==> src/rtl/regfile_rd_arbiter_pkg.sv <==
// Shared constants and helpers for the register-file read-port arbiter
// and its sibling port arbiters.
package regfile_rd_arbiter_pkg;

  // Register index width, matching the 5-bit select of mux_32to1.
  localparam int RF_ADDR_W = 5;

  // Register data width.
  localparam int RF_DATA_W = 32;

  // MIPS $zero: always reads as zero, whatever the array holds.
  localparam logic [4:0] RF_ZERO_REG = 5'd0;

  // Next round-robin start position after index idx has been granted.
  // The wrap is written out so non-power-of-2 requester counts work.
  function automatic int rr_next(input int idx, input int n);
    if (idx >= n - 32'sd1) begin
      return 32'sd0;
    end else begin
      return idx + 32'sd1;
    end
  endfunction

endpackage

==> src/rtl/regfile_rd_arbiter_chk.sv <==
// Protocol checks on the arbiter outputs; kept apart from the datapath.
module regfile_rd_arbiter_chk #(
  parameter int N_REQ = 4
) (
  input logic             clk,
  input logic             rst_n,
  input logic [N_REQ-1:0] gnt,
  input logic [N_REQ-1:0] rvalid
);

  // At most one requester granted per cycle.
  gnt_onehot_a : assert property (@(posedge clk) disable iff (!rst_n) $onehot0(gnt));

  // At most one data-valid pulse per cycle.
  rvalid_onehot_a : assert property (@(posedge clk) disable iff (!rst_n) $onehot0(rvalid));

  // Read data always belongs to the requester granted one cycle earlier.
  rvalid_follows_gnt_a : assert property (@(posedge clk) disable iff (!rst_n) rvalid == $past(gnt));

endmodule

==> src/rtl/regfile_rd_arbiter_rr_pick.sv <==
// Rotating first-one search: starting at ptr and wrapping modulo N_REQ,
// the first asserted request wins. Purely combinational so the write-port
// and memory-port arbiters can reuse it unchanged.
module rr_pick #(
  parameter int N_REQ = 4,
  parameter int PTR_W = 2
) (
  input  logic [N_REQ-1:0] req_masked,
  input  logic [PTR_W-1:0] ptr,
  output logic [N_REQ-1:0] win,
  output logic             any
);

  logic [PTR_W-1:0] idx_s;

  // Walk the requesters in priority order ptr, ptr+1, ... and take the first.
  always_comb begin
    win   = '0;
    any   = 1'b0;
    idx_s = '0;
    for (int k = 0; k < N_REQ; k++) begin
      idx_s = PTR_W'((int'(ptr) + k) % N_REQ);
      if (!any && req_masked[idx_s]) begin
        win[idx_s] = 1'b1;
        any        = 1'b1;
      end else begin
        any = any;
      end
    end
  end

endmodule

==> src/rtl/regfile_rd_arbiter.sv <==
// Round-robin arbiter sharing one register-file read port (mux_32to1)
// among N_REQ requesters. Request-to-data latency is two cycles: the
// grant and mux select are registered together, then the mux output is
// captured one cycle later with a matching per-requester valid pulse.
module regfile_rd_arbiter
  import regfile_rd_arbiter_pkg::*;
#(
  parameter int N_REQ  = 4,
  parameter int DATA_W = RF_DATA_W,
  parameter int ADDR_W = RF_ADDR_W
) (
  input  logic                    clk,
  input  logic                    rst_n,
  input  logic [N_REQ-1:0]        req,
  input  logic [N_REQ*ADDR_W-1:0] addr,
  output logic [N_REQ-1:0]        gnt,
  output logic [ADDR_W-1:0]       sel,
  input  logic [DATA_W-1:0]       mux_z,
  output logic [DATA_W-1:0]       rdata,
  output logic [N_REQ-1:0]        rvalid
);

  localparam int PTR_W = $clog2(N_REQ);

  logic [PTR_W-1:0]  ptr_r;
  logic [PTR_W-1:0]  ptr_nxt_s;
  logic [PTR_W-1:0]  win_idx_s;
  logic [N_REQ-1:0]  req_masked_s;
  logic [N_REQ-1:0]  win_s;
  logic              any_s;
  logic [ADDR_W-1:0] win_addr_s;
  logic [DATA_W-1:0] rdata_nxt_s;

  // The requester holding the current grant may still show req this cycle;
  // masking it stops a single request from being granted twice.
  assign req_masked_s = req & ~gnt;

  rr_pick #(
    .N_REQ (N_REQ),
    .PTR_W (PTR_W)
  ) u_rr_pick (
    .req_masked (req_masked_s),
    .ptr        (ptr_r),
    .win        (win_s),
    .any        (any_s)
  );

  // Winner index, its register address, and the pointer value after it.
  always_comb begin
    win_idx_s = '0;
    for (int i = 0; i < N_REQ; i++) begin
      if (win_s[i]) begin
        win_idx_s = PTR_W'(i);
      end else begin
        win_idx_s = win_idx_s;
      end
    end
    win_addr_s = addr[int'(win_idx_s)*ADDR_W +: ADDR_W];
    ptr_nxt_s  = PTR_W'(rr_next(int'(win_idx_s), N_REQ));
  end

  // Read data to capture: register 0 is hard-wired zero.
  always_comb begin
    if (sel == RF_ZERO_REG) begin
      rdata_nxt_s = '0;
    end else begin
      rdata_nxt_s = mux_z;
    end
  end

  // Grant/select stage and data-capture stage; reset drops anything in flight.
  always_ff @(posedge clk or negedge rst_n) begin
    if (!rst_n) begin
      gnt    <= '0;
      sel    <= '0;
      ptr_r  <= '0;
      rvalid <= '0;
      rdata  <= '0;
    end else begin
      gnt    <= win_s;
      rvalid <= gnt;
      if (any_s) begin
        sel   <= win_addr_s;
        ptr_r <= ptr_nxt_s;
      end
      if (|gnt) begin
        rdata <= rdata_nxt_s;
      end
    end
  end

  regfile_rd_arbiter_chk #(
    .N_REQ (N_REQ)
  ) u_chk (
    .clk    (clk),
    .rst_n  (rst_n),
    .gnt    (gnt),
    .rvalid (rvalid)
  );

endmodule
==> config.mk <==
export PLATFORM = sky130hd
export DESIGN_NAME = regfile_rd_arbiter
export DESIGN_NICKNAME = d
export VERILOG_FILES = /design/src/rtl/regfile_rd_arbiter_pkg.sv /design/src/rtl/regfile_rd_arbiter_chk.sv /design/src/rtl/regfile_rd_arbiter_rr_pick.sv /design/src/rtl/regfile_rd_arbiter.sv
export SDC_FILE = /design/constraint.sdc
export NUM_CORES = 1
export LEC_CHECK = 0
export BUFFER_PORTS_ARGS = -buffer_cell sky130_fd_sc_hd__buf_2
export CAP_MARGIN = 20
export CORE_MARGIN = 2
export CORE_UTILIZATION = 44
export CTS_BUF_LIST = sky130_fd_sc_hd__clkbuf_8
export CTS_CLUSTER_DIAMETER = 120
export CTS_CLUSTER_SIZE = 25
export DETAILED_ROUTE_END_ITERATION = 8
export PLACE_DENSITY = 0.79
export SLEW_MARGIN = 40
export SYNTH_ARGS = -nofsm -noshare
export SYNTH_HDL_FRONTEND = slang
export SYNTH_SLANG_ARGS = --single-unit
==> constraint.sdc <==
create_clock -name clk -period 2.7 [get_ports clk]
set_clock_uncertainty 0.15 [all_clocks]
set_input_delay 0.135 -clock clk [delete_from_list [all_inputs] [get_ports clk]]
set_output_delay 0.135 -clock clk [all_outputs]
set_load 0.005 [all_outputs]
Yosys cells after proc, flatten, opt, wreduce, memory -nomap -nowiden. Cells that the tools add are included.

Bits in registers: 47. Bits of input ports: 58. Output and inout port bits: 45. Word-level logic and storage cells: 66.

Add/sub/neg operators: 4. Multiply operators: 1. Magnitude comparators: 9. Shift operators: 1. Mux-type cells: 29. Bitwise gates (word level): 5. Reductions and logical operators: 12.

Operators with widths (number): $mux W32 (1); $shiftx A20 B6 Y5 (1); $mux W4 (4); $mux W1 (13); $lt A2 B3 Y1 const B (4); $or A4 B4 Y4 (3); $bmux W1 S2 (4); $demux W1 S2 (4); $ge A2 B1 Y1 const B (4); $logic_and A1 B1 Y1 (7); $mux W2 (3); $logic_not A5 Y1 (1); $mul A2 B3 Y5 const B (1); $add A2 B1 Y2 const B (2); $add A2 B2 Y2 const B (2); $and A4 B4 Y4 (1); $not A4 Y4 (1); $reduce_or A4 Y1 (1); $logic_not A1 Y1 (3); $ge A2 B2 Y1 const B (1).

Logic depth before layout (Yosys ltp).
Word-level depth: 19. Depth in mapped cells: 11. Mapped depth without buffers: 9.

Modules after synthesis. A second synthesis with hierarchy kept.

Cell total of the unflattened synthesis: 265. Area total of the unflattened synthesis: 2526.2 um2.

By module, submodules not included: regfile_rd_arbiter (times used 1, cells an instance 203, area each 2031.9 um2, seq. area each 1176.1 um2); rr_pick (times used 1, cells an instance 62, area each 494.2 um2, seq. area each 0.0 um2).

Worst setup path after synthesis. No wires, ideal clock.

Path type: flip-flop to flip-flop. From: register ptr_r[1]. To: register sel[3]. Library setup time: 0.130 ns. Data arrival time: 2.236 ns. Required time: 2.420 ns. Setup slack: 0.184 ns. Stages on the path, launching flop included: 9. Path buffers: 1. Clock period less this slack: 2.516 ns. Cell sequence: dfrtp_1 > inv_1 > ha_1 > mux4_2 > a221o_1 > a22oi_2 > buf_6 > and3_1 > o31ai_2.

Longest elaborated chain between the ends: 17. Elaborated cells between the ends (all ways): 53. Those cells by class: add/sub: 3; mul: 1; order compare: 8; shift: 1; mux: 27; bitwise: 3; reduce/logical: 10.

RTL lines: start, declared (RTL line regfile_rd_arbiter.sv:25) `logic [PTR_W-1:0] ptr_r;`; start signal, assigned (RTL line regfile_rd_arbiter.sv:84) `ptr_r <= ptr_nxt_s;`; parallel branches: the longest is 17 deep, another holds $lt A2 B3 Y1; end signal, assigned (RTL line regfile_rd_arbiter.sv:83) `sel <= win_addr_s;`; end, declared (RTL line regfile_rd_arbiter.sv:17) `output logic [ADDR_W-1:0] sel,`.

Parallel ways; which one is timed is not known. The select of a mux whose other input is x is not followed. A chain may end at the register's enable or synchronous reset.

Final worst setup path.
From: register ptr_r[0]. To: register sel[3].

Elaborated cells between the ends (all ways): 53. Those cells by class: add/sub: 3; mul: 1; order compare: 8; shift: 1; mux: 27; bitwise: 3; reduce/logical: 10.

RTL lines: parallel branches: the longest is 11 deep, another holds $lt A2 B3 Y1; $mux W4 * (RTL line regfile_rd_arbiter_rr_pick.sv:23) `if (!any && req_masked[idx_s]) begin`; named net u_rr_pick.win[3] (RTL line regfile_rd_arbiter_rr_pick.sv:10) `output logic [N_REQ-1:0] win,`; $mux W2 * (RTL line regfile_rd_arbiter.sv:52) `if (win_s[i]) begin`; $mul A2 B3 Y5 * (RTL line regfile_rd_arbiter.sv:58) `win_addr_s = addr[int'(win_idx_s)*ADDR_W +: ADDR_W];`; $shiftx A20 B6 Y5 * (RTL line regfile_rd_arbiter.sv:58).

Mark *: on every way through the listed nets, which the timed path passes. The select of a mux whose other input is x is not followed.

==> results.yml <==
route:
  vias: 2111
  drc: 0
  drtPass1Iterations: 5
  vias_per_cell: 5.21
  wire_per_inst_um: 15.3
  ant_nets: 0
  drt_wl_total_mm: 6.19
  first_iter_violations: 90
placement:
  io_buffers: 102
  dp_cells: 359
  place_hpwl_mm: 4.21
  gp_congestion: 0.897
grt:
  track_usage: 0.212
  grt_overflow: 0
  grt_max_degree: 48
  grt_pass1_wl_mm: 9.09
  antenna_found_initial: 0
  grt_pass1_vias: 1992
final_layout:
  n_fill_cell: 399
  seq_area_um2: 1180
  syn2layout_area_growth_pct: 50.4
  multi_input_area_um2: 1020
  diodes: 0
  instances_no_fill: 405
  fin_nets: 399
  layout-drive-gt1-share: 0.415
floorplan:
  start_util: 0.449
  rows: 26
  coreArea_um2: 5010
  dieArea_um2: 5700
  ioPinCount: 103
  die_h_um: 75.5
  die_w_um: 75.5
sta:
  min_period_ns: 2.57
  max_slew.worst_pin.slew_ns: 0.570
  maxSlewViolCount: 0
  rsz0062_at_grt: "no"
  finalCritPeriodShare: 0.953
  hold_viol: 0
  clock.fmax_mhz: 389
  tns_ns: 0
  setup_violations: 0
  relSlewSlack: 0.620
worst_setup_path:
  worst-r2r-setup-slack_ns: 0.13
  cp-end-kind: "flip-flop"
  slowest_delay_ns: 0.55
  crit_top_cell: "buf_4"
  path_cells: "buf_4, mux4_2, buf_4, a22oi_2, o211ai_4, or2_1, o31ai_2"
  cp_max_fo: 9
  cp_data_required_time_ns: 2.77
  cp.arrival_ns: 2.64
  critical_path.top_delay_family: "compound AO/OA/AOI/OAI gates"
  worstSetupPathType: "flip-flop to flip-flop"
  critPathSlowestCell: "mux4_2"
  worst-path-buf-inv: 2
  startpoint_type: "flip-flop"
power_and_ir_drop:
  p_leak_nw: 1.69
  total_power_mw: 4.24
  ir_drop_uv: 801
  power_density_nw_per_um2: 1250
cts:
  cts_sinks: 47
  cts_made_buffers: 5
  clkLatencyLatePin_ns: 0.30
  cts.htree.levels: 2
  root_buffer: "clkbuf_8"
  clockBufferDepth: 2
  post_cts_buffers: 0
  cts_tree: "built"
  path_clk_slew_ns: 0.09
logic_synthesis:
  synthCells: 187
  async_reset_ff_frac: 1.00
  synth_fp_nets: 252
  synth_edf_count: 0
  avgSynthCellArea_um2: 12.0
  synth_cell_types: 38
  ys.flop_type: "dfrtp_1"
  synth.ff_latch_count: 47
  ys.warnings.count: 0
  syn_area_um2: 2250
  yosysSeqAreaShare: 0.523
outcome:
  outcome: "completed"
min_path:
  hold_path.class: "input port to flip-flop"
flow_run:
  maxCapViolations: 0
## layer usage
layer	vias up	wire length, µm	track usage
met2	90	3110	0.354
met5	-	0	0
met4	0	121	0.0702
li1	1006	-	-
met3	12	407	0.0397
met1	1003	2560	0.281
## cell usage in the layout (no fill, tap or decap), types with 2 or more instances in the layout
master / netlist / routed
ha_1: 7 / 6
nand3_1: 6 / 6
a22oi_1: 6 / 6
o21ai_0: 3 / 3
dlygate4sd3_1: 0 / 38
nor3_1: 3 / 3
o21ai_1: 5 / 5
nor2_1: 10 / 9
inv_1: 4 / 4
clkbuf_8: 0 / 5
buf_4: 0 / 11
nand2_1: 4 / 4
dfrtp_1: 47 / 47
buf_2: 0 / 101
nand4_1: 2 / 2
a22o_1: 32 / 32
and3_1: 5 / 5
a221o_1: 2 / 2
nor2b_1: 7 / 7
a22oi_2: 2 / 2
nand2b_1: 6 / 6
o31ai_2: 5 / 5
mux4_2: 2 / 2
## kinds of logic after synthesis
group / share of synthesized area
AOI/OAI and AO/OA: 0.256
and+or+nand+nor: 0.125
DFF: 0.523
buffers and inverters: 0.0383
adders and majority gates: 0.0389
muxes: 0.0200
## per-stage QoR
stage          hold WS [ns]   util  instance area (µm²)  worst slack [ns]
3_5_place_dp         0.0241  0.573                 2870            0.0893
3_3_place_gp          0.202  0.572                 2870             0.182
6_report             0.0105  0.676                 3390             0.127
5_1_grt             0.00607  0.676                 3390           0.00122
4_1_cts             0.00241  0.672                 3360            0.0683
2_1_floorplan        -0.311      -                 2250             0.184
## synth_stat cells, types with 2 or more instances
| cell | count | share of area |
|---|---|---|
| and3_1 | 5 | 0.014 |
| nand2b_1 | 6 | 0.017 |
| nor2_1 | 10 | 0.017 |
| a221o_1 | 2 | 0.0089 |
| inv_1 | 4 | 0.0067 |
| a21oi_1 | 2 | 0.0044 |
| nor2b_1 | 7 | 0.019 |
| a22o_1 | 32 | 0.12 |
| dfrtp_1 | 47 | 0.52 |
| nand3_1 | 6 | 0.013 |
| mux4_2 | 2 | 0.020 |
| ha_1 | 7 | 0.039 |
| nor4_1 | 2 | 0.0056 |
| a22oi_1 | 6 | 0.020 |
| nor3_1 | 3 | 0.0067 |
| nand4_1 | 2 | 0.0056 |
| clkbuf_1 | 6 | 0.010 |
| o21ai_0 | 3 | 0.0067 |
| a22oi_2 | 2 | 0.011 |
| buf_6 | 4 | 0.020 |
| nand2_1 | 4 | 0.0067 |
| o21ai_1 | 5 | 0.011 |
| o31ai_2 | 5 | 0.028 |
## worst reg2reg max path: cells and delay by family, from the launching register on
| kind | cells | cell delay, ns |
|---|---|---|
| compound gates | 3 | 0.65 |
| buf+inv | 2 | 0.37 |
| flops | 1 | 0.40 |
| mux | 1 | 0.55 |
| simple gates | 1 | 0.37 |
## power breakdown
| group | internal [mW] | switching [mW] | total [mW] |
|---|---|---|---|
| logic | 1.18 | 1.26 | 2.44 |
| clock network | 0.279 | 0.246 | 0.525 |
| registers | 1.07 | 0.206 | 1.27 |
| total | 2.53 | 1.72 | 4.24 |
## flip-flops by register name (all words and copies together) (netlist names)
register / cells
gnt: 4
rdata: 32
ptr_r: 2
sel: 5
rvalid: 4
## layout make-up
class,count,area share
clock buffers,5,0.0203
repair buffers,150,0.286
well taps,70,0.0259
multi-input cells,125,0.301
flip-flops and latches,47,0.347
clock inverters,3,0.0137
inverters,5,0.00554
## timing repair
| item | 4_1_cts | 5_1_grt |
|---|---|---|
| setup endpoints to repair | 0 | 7 |
| hold buffers | 38 | 0 |
| gates resized for setup | 0 | 3 |
| hold endpoints to repair | 84 | 0 |
## worst paths after layout
| kind | endpoint | cells after the start | startpoint |
|---|---|---|---|
| max | sel[3] | 7 | ptr_r[0] |
| min | sel[1] | 3 | addr[11] |
| max reg2reg | sel[3] | 7 | ptr_r[0] |
| min reg2reg | rvalid[2] | 0 | gnt[2] |
| max in group asynchronous | rdata[9] | 2 | rst_n |
| min in group asynchronous | rdata[28] | 2 | rst_n |
(Power assumes the default switching activity.)
